File: src/rtl/spi_sclk_gen.sv
// SPI master serial-clock and timing generator.
// Produces SCLK with a runtime half-period, frame length and CPOL/CPHA mode, together with
// registered edge, sample and shift strobes and an end-of-frame ready pulse.
module spi_sclk_gen #(
  parameter int unsigned DIV_W  = 8,
  parameter int unsigned BITS_W = 6
) (
  input  logic              clk,
  input  logic              rst,
  input  logic              i_cpol,
  input  logic              i_cpha,
  input  logic [DIV_W-1:0]  i_half_div,
  input  logic [BITS_W-1:0] i_num_bits,
  input  logic              i_tx_valid,
  input  logic              i_abort,
  output logic              out_clk,
  output logic              o_busy,
  output logic              o_tx_rdy,
  output logic              o_leading_edge,
  output logic              o_trailing_edge,
  output logic              o_sample,
  output logic              o_shift
);

  typedef enum logic [1:0] {StIdle, StRun, StDone} state_e;

  state_e            state_q;
  logic              cpol_q;
  logic              cpha_q;
  // Half-period minus one; a divider of 0 behaves like 1.
  logic [DIV_W-1:0]  hm1_q;
  logic [DIV_W-1:0]  hc_q;
  // Frame length minus one; a length of 0 wraps to 2**BITS_W - 1, i.e. a full-size frame.
  logic [BITS_W-1:0] nm1_q;
  // Toggles already issued in this frame. Holds at most 2N-1, so BITS_W+1 bits never wrap.
  logic [BITS_W:0]   ecnt_q;

  logic toggle_now;
  logic leading_now;
  logic last_now;

  // Decode the upcoming toggle: due, leading or trailing, and whether it ends the frame.
  always_comb begin
    toggle_now  = (hc_q == hm1_q);
    leading_now = ~ecnt_q[0];
    last_now    = (ecnt_q == {nm1_q, 1'b1});
  end

  // Frame FSM with all outputs registered.
  always_ff @(posedge clk) begin
    if (!rst) begin
      state_q         <= StIdle;
      cpol_q          <= 1'b0;
      cpha_q          <= 1'b0;
      hm1_q           <= '0;
      hc_q            <= '0;
      nm1_q           <= '0;
      ecnt_q          <= '0;
      out_clk         <= 1'b0;
      o_busy          <= 1'b0;
      o_tx_rdy        <= 1'b0;
      o_leading_edge  <= 1'b0;
      o_trailing_edge <= 1'b0;
      o_sample        <= 1'b0;
      o_shift         <= 1'b0;
    end else begin
      // Strobes are single-cycle unless re-asserted below.
      o_tx_rdy        <= 1'b0;
      o_leading_edge  <= 1'b0;
      o_trailing_edge <= 1'b0;
      o_sample        <= 1'b0;
      o_shift         <= 1'b0;

      unique case (state_q)
        StIdle: begin
          out_clk <= i_cpol;
          o_busy  <= 1'b0;
          if (i_tx_valid) begin
            cpol_q  <= i_cpol;
            cpha_q  <= i_cpha;
            hm1_q   <= (i_half_div == '0) ? '0 : i_half_div - DIV_W'(1);
            nm1_q   <= i_num_bits - BITS_W'(1);
            hc_q    <= '0;
            ecnt_q  <= '0;
            o_busy  <= 1'b1;
            state_q <= StRun;
          end
        end

        StRun: begin
          if (i_abort) begin
            // Abort takes priority over any toggle due this cycle.
            out_clk <= cpol_q;
            o_busy  <= 1'b0;
            hc_q    <= '0;
            ecnt_q  <= '0;
            state_q <= StIdle;
          end else if (toggle_now) begin
            hc_q    <= '0;
            out_clk <= ~out_clk;
            ecnt_q  <= ecnt_q + (BITS_W+1)'(1);
            if (leading_now) begin
              o_leading_edge <= 1'b1;
              if (cpha_q) o_shift  <= 1'b1;
              else        o_sample <= 1'b1;
            end else begin
              o_trailing_edge <= 1'b1;
              if (cpha_q)         o_sample <= 1'b1;
              else if (!last_now) o_shift  <= 1'b1;
            end
            if (last_now) begin
              ecnt_q   <= '0;
              o_busy   <= 1'b0;
              o_tx_rdy <= 1'b1;
              state_q  <= StDone;
            end
          end else begin
            hc_q <= hc_q + DIV_W'(1);
          end
        end

        StDone: begin
          // One dead cycle guarantees the inter-frame gap; requests are not queued.
          state_q <= StIdle;
        end

        default: begin
          state_q <= StIdle;
        end
      endcase
    end
  end

endmodule
File: config.mk
export PLATFORM = sky130hd
export DESIGN_NAME = spi_sclk_gen
export DESIGN_NICKNAME = d
export VERILOG_FILES = /design/src/rtl/spi_sclk_gen.sv
export SDC_FILE = /design/constraint.sdc
export NUM_CORES = 1
export LEC_CHECK = 0
export ABC_AREA = 1
export CAP_MARGIN = 0
export CELL_PAD_IN_SITES_DETAIL_PLACEMENT = 0
export CELL_PAD_IN_SITES_GLOBAL_PLACEMENT = 1
export CORE_ASPECT_RATIO = 1.2
export CORE_MARGIN = 1.5
export CORE_UTILIZATION = 42
export CTS_CLUSTER_SIZE = 20
export DETAILED_ROUTE_END_ITERATION = 8
export PLACE_DENSITY_LB_ADDON = 0.2
export SLEW_MARGIN = 20
export SYNTH_ARGS = -nofsm -noshare
export SYNTH_HDL_FRONTEND = slang
export SYNTH_SLANG_ARGS = --single-unit
export TNS_END_PERCENT = 1
File: constraint.sdc
create_clock -name clk -period 3.32 [get_ports clk]
set_input_delay 0.498 -clock clk [delete_from_list [all_inputs] [get_ports clk]]
set_output_delay 0.498 -clock clk [all_outputs]
set_load 0.01 [all_outputs]
==> results of run 1 <==
-- routing by layer --
| metal | part of all wire | vias up |
|---|---|---|
| met5 | 0 | - |
| met4 | 0.0084 | 0 |
| met3 | 0.021 | 4 |
| met2 | 0.54 | 18 |
| met1 | 0.43 | 882 |
| li1 | - | 1031 |
-- logic make-up after synthesis --
group                      Yosys count
AOI/OAI and AO/OA                   42
xor gates and xnor gates            15
adders and majority gates            5
buffers and inverters               52
DFF                                 40
and+or+nand+nor                    156
-- power by group through the flow --
stage / Sequential, mW / Combinational (mW) / Clock [mW]
6_report: 0.520 / 0.181 / 0.319
5_1_grt: 0.523 / 0.205 / 0.342
4_1_cts: 0.520 / 0.183 / 0.327
3_5_place_dp: 0.532 / 0.182 / 0
3_3_place_gp: 0.532 / 0.180 / 0
2_1_floorplan: 0.528 / 0.128 / 0
-- cell type report --
class	count	area [um^2]	area share
Tap cell	60	75.1	0.0298
Timing Repair Buffer	27	268	0.106
Multi-Input combinational cell	218	1120	0.443
Clock inverter	3	18.8	0.00744
Clock buffer	5	68.8	0.0273
Inverter	46	173	0.0685
Sequential cell	40	801	0.317
-- Yosys cell counts, drive strengths merged --
cell	count
nand3	19
a21oi	24
nor3	8
clkinv	1
inv	45
dfxtp	40
xnor2	9
ha	5
buf	3
xor2	6
or2	1
nand2	85
a31oi	3
o211ai	1
nor2	35
clkbuf	3
nand4	8
o21ai	14
-- worst max path at each step --
stage / startpoint / endpoint / slack, ps / cells past startpoint
after floorplan: i_abort / ecnt_q[5]$_SDFFE_PN0P_ / 1980 / 7
after global placement: i_tx_valid / ecnt_q[5]$_SDFFE_PN0P_ / 1100 / 8
after detailed placement: i_tx_valid / ecnt_q[4]$_SDFFE_PN0P_ / 1060 / 8
after CTS: i_tx_valid / ecnt_q[4]$_SDFFE_PN0P_ / 1370 / 8
after global routing: i_tx_valid / ecnt_q[4]$_SDFFE_PN0P_ / 1240 / 8
final: i_tx_valid / ecnt_q[4]$_SDFFE_PN0P_ / 1390 / 8
-- registers in the layout, summed over array words and instances (netlist names), 2 cells and up --
signal	cells
ecnt_q	7
hc_q	8
hm1_q	8
state_q	2
nm1_q	6
-- worst min-delay path: cells and delay by family, from the launching register on --
family / cells / cell delay (ps)
DFF: 1 / 320
and+or+nand+nor: 1 / 60
AOI/OAI and AO/OA: 1 / 50
-- stage by stage --
stage,hold slack (ps),utilization
floorplan,455,-
global placement,461,0.496
detailed placement,458,0.496
CTS,472,0.514
global route,506,0.514
finish,470,0.514
==> run metrics, run 1 <==
Finished Layout Cells=399; Slew HR=0.669; register area share after synthesis=0.376; initial antenna violation count=0; Avg Cell Area, Syn=6.87 um^2; Pre-antenna DRT Iters=4; vias=1935; RePlAce Congestion=0.777; root buffer cell=clkbuf_8; synthesized cell area=0.00213 mm^2; hold violation count in the final report=0; Clock Latency Late Sink=290 ps; combinational cell fraction of total power=0.177; Setup crit end kind=flop; H-tree depth=2; Fmax=517 MHz; sequential share of power=0.510; Critical Path RT=3500 ps; final wirelength=4540 um; mux share of post-synthesis cell area=0; worst min path class=reg -> reg; Tightest Pin Transition=493 ps; met3 usage in global routing=0.0263; Pwr Total=1.02 mW; net count after synthesis=335; Top Usage Layer GRT=met2; hold endpoint=o_busy$_SDFFE_PN0P_; R2R setup slack=1620 ps; Placed Cells=391; Post-layout nets=363; Hold Startpoint=o_busy$_SDFFE_PN0P_; clk sink count=40; RR Endpoint=ecnt_q[4]$_SDFFE_PN0P_; worst vdd ir=0.221 mV; Initial Util=0.434; Final HPWL DP=3560 um; Row Count=28; postcts setup bufs=0; Longest Clk Path Bufs=2; Post-Synth Simple-Gate Area=0.328; fin crit period=1930 ps; Pwr Density=404 mW/mm^2; setup violators final=0; arrival time worst endpoint=2110 ps; GR Util met1=0.183; worst path bufs/invs=3; Post-Synthesis Cells=310; Num CTS Buffers=5; leakage power=1.07 nW; RR Startpoint=state_q[0]$_SDFFE_PN0P_; most area-hungry cell type in the Yosys netlist=dfxtp_1; commonest non-fill, non-tap cell in the layout=nand2_1; layout cells sized above 1=0.0708; TritonCTS clock tree=yes; synthesized flop and latch total=40; Die X=68.0 um; Ant. Diodes=0; Placement Cell Area=0.00243 mm^2; commonest cells after routing, fill and taps aside=nand2_1 (81), inv_1 (42), dfxtp_1 (40); DR DRC count=0; period utilization=0.583; number of distinct library cells after synthesis=28; Syn. warnings=0; cts hold-fix bufs=0; Yosys top cell area share=0.376; clock slew at reported path FFs=80 ps; WHS Path Cells=2; RSZ-0062 raised after global routing=no; Layout Area Growth over Synthesis=18.4%; core area=0.00490 mm^2; startpoint types=primary input; largest net degree at the start of global routing=19; GRT Overall Usage=0.176; Die ar.=0.00551 mm^2; power share of the clock group=0.313; antenna viol nets, final=0; CP max stage cell=clkdlybuf4s50_1; MaxCap Viol Count=0; PostCTS Resize Cnt=0; via/cell ratio=4.85; vias in the first global route=1777; CP most frequent cell=inv_2; switching pwr=0.296 mW; # IOs=27; IO buf count=26; fillcell total=527; status=finished, final reports clean; critical path class=in -> reg; CP Cell Sequence=clkdlybuf4s50_1 > nand3_4 > inv_2 > nor2_4 > inv_2 > nand2_4 > a21oi_2 > nor2_1; WL per Instance=11.4 um; Worst path max stage delay=500 ps; die height=81.0 um; Detailed Route Iter0 Violations=68; first-pass GRT wire length=7450 um; Net Sw Frac=0.290; largest family of logic cells by synthesized area=simple AND/OR/NAND/NOR gates; Reg2Reg Depth=8; Pins Over Slew Limit=0; CP top delay family=buffers and inverters; M2 GR Usage=0.347; Pint=0.724 mW; Final Skew=10.9 ps; critical path fanouts, max=18; Fin Setup TNS=0 ps; Compound-Gate Fraction of Synth Area=0.106; design area=0.00252 mm^2; main area contributors after synthesis=dfxtp_1 (38%), nand2_1 (14%), inv_1 (7.4%); setup ws final=1390 ps; Synth Area in Adders=0.0294; Place WS=1060 ps; total gr overflow=0; Post-Synth XOR/XNOR Area=0.0617
(Power assumes the default switching activity.)
==> inputs of run 2 (changes only) <==
CORE_UTILIZATION = 35   (was 42)
clock period = 1.58 ns   (was 3.32 ns; I/O delays follow)
==> run 2 against run 1 <==
Critical endpoint is now ecnt_q[3]$_SDFFE_PN0P_. Routed wire length is 9.8% higher. Largest power group unchanged. Sequential power is 110% higher. Flip-flop and latch count stayed put. Utilization is 3.0 points lower. Critical path type is now reg -> reg. Cell area is 11% higher. Worst setup slack worse by 1200 ps. Sequential share of layout area is 3.0 points lower. First-iteration DRC count is 5.9% higher.
==> run metrics, run 2 (synthesis results as in run 1) <==
Pins Over Slew Limit=0 (unchanged); switching pwr=0.636 mW (+120%); Critical Path RT=1770 ps (-1730 ps); Row Count=30 (+7.1%); MaxCap Viol Count=0 (unchanged); period utilization=0.914; leakage power=1.21 nW (+13%); Fmax=693 MHz; sequential share of power=0.492 (-0.018); WL per Instance=11.1 um (-2.0%); setup violators final=0 (unchanged); Slew HR=0.744 (+0.0750); Fin Setup TNS=0 ps (unchanged); layout cells sized above 1=0.166 (+0.0954); largest registers=hc_q x8, hm1_q x8, ecnt_q x7; Pwr Density=792 mW/mm^2 (+96%); Placed Cells=439 (+12%); Die X=74.2 um (+9.1%); IO buf count=26 (unchanged); status=finished, final reports clean; GRT Overall Usage=0.174 (-0.00173); # IOs=27 (unchanged); first-pass GRT wire length=8710 um (+17%); Ant. Diodes=0 (unchanged); Final Skew=5.86 ps (-4.99 ps); commonest non-fill, non-tap cell in the layout=nand2_1; clock slew at reported path FFs=80 ps (about the same); root buffer cell=clkbuf_8; H-tree depth=2 (unchanged); setup ws final=137 ps (-1250 ps); total gr overflow=0 (unchanged); Longest Clk Path Bufs=2 (unchanged); Detailed Route Iter0 Violations=72 (+5.9%); RePlAce Congestion=0.867 (+12%); Pre-antenna DRT Iters=5 (+1); Final Core Density=0.484 (-0.0301); die height=88.5 um (+9.2%); DR DRC count=0 (unchanged); core area=0.00578 mm^2 (+18%); power share of the clock group=0.292 (-0.021); vias in the first global route=2027 (+14%); Net Sw Frac=0.287 (-0.00318); largest net degree at the start of global routing=15 (-4); vias=1986 (+2.6%); Post-layout nets=392 (+8.0%); hold violation count in the final report=0 (unchanged); final wirelength=4980 um (+9.8%); critical path fanouts, max=4 (-14); Place WS=-145 ps (-1200 ps); antenna viol nets, final=0 (unchanged); commonest cells after routing, fill and taps aside=nand2_1 (79), inv_1 (42), dfxtp_1 (36); startpoint types=flop; Num CTS Buffers=5 (unchanged); TritonCTS clock tree=yes; Tightest Pin Transition=383 ps (-111 ps); arrival time worst endpoint=1630 ps (-480 ps); clk sink count=40 (unchanged); Die ar.=0.00657 mm^2 (+19%); Clock Latency Late Sink=300 ps (about the same); initial antenna violation count=0 (unchanged); Pint=1.58 mW (+120%); combinational cell fraction of total power=0.215 (+0.038); via/cell ratio=4.44 (-8.4%); Final HPWL DP=3900 um (+9.8%); fin crit period=1440 ps; WHS=479 ps (+9.18 ps); worst vdd ir=0.518 mV (+130%); Setup crit end kind=flop; Finished Layout Cells=447 (+12%); Layout Area Growth over Synthesis=31.4%; critical path class=reg -> reg; Initial Util=0.369 (-0.0658); worst min path class=reg -> reg
-- run 2: worst paths after layout --
kind / startpoint / end / slack, ps / cells after the start
setup / recovery: ecnt_q[5]$_SDFFE_PN0P_ / ecnt_q[3]$_SDFFE_PN0P_ / 140 / 11
hold / removal: hm1_q[3]$_SDFFE_PN0P_ / hm1_q[3]$_SDFFE_PN0P_ / 480 / 2
setup reg to reg: ecnt_q[5]$_SDFFE_PN0P_ / ecnt_q[3]$_SDFFE_PN0P_ / 140 / 11
hold reg to reg: hm1_q[3]$_SDFFE_PN0P_ / hm1_q[3]$_SDFFE_PN0P_ / 480 / 2
-- run 2: metrics by stage --
stage / instance area [um^2] / total power, mW
floorplan: 2130 / 1.38
global placement: 2680 / 1.59
CTS: 2760 / 2.25
finish: 2800 / 2.22
detailed placement: 2680 / 1.59
global route: 2800 / 2.35
-- run 2: metal layers --
metal | global-route usage | routed length, um | share of wire
met5 | 0 | 0 | 0
met4 | 0.0496 | 57 | 0.011
met1 | 0.190 | 2150 | 0.43
met2 | 0.332 | 2640 | 0.53
met3 | 0.0376 | 130 | 0.026
-- run 2: final cells by class --
cell class | count | area, um^2
Fill cell | 632 | 2980
Sequential cell | 40 | 806
Multi-Input combinational cell | 218 | 1140
Tap cell | 80 | 100
Clock buffer | 6 | 72.6
Inverter | 46 | 173
Timing Repair Buffer | 56 | 498
Clock inverter | 1 | 5.00
-- run 2: timing repair --
item / CTS / global route
pin swaps: 0 / 4
cloned: 0 / 0
setup buffers: 0 / 1
endpoints found under the setup margin: 4 / 10
hold buffers: 0 / 0
gates resized for setup: 1 / 10
-- run 2: power by group through the flow --
stage	clock network (mW)	registers (mW)	logic, mW
2_1_floorplan	0	1.11	0.269
3_3_place_gp	0	1.12	0.471
3_5_place_dp	0	1.12	0.471
4_1_cts	0.679	1.09	0.475
5_1_grt	0.719	1.10	0.537
6_report	0.648	1.09	0.478
-- run 2: worst max-delay path: stages (launching register included) --
cell and delay [ps]:
dfxtp_2 340, inv_1 70, nand2_1 50, nand2_1 50, inv_1 40, nand2_1 70, nor2_2 170, nand2_2 100
nand2_4 80, nor2_1 60, a21oi_2 210, nor2_1 80
==> inputs of run 3 (changes only) <==
CTS_CLUSTER_DIAMETER = 80   (was unset)
==> results of run 3 <==
Final layout, timing and power as in run 2 (identical DEF).
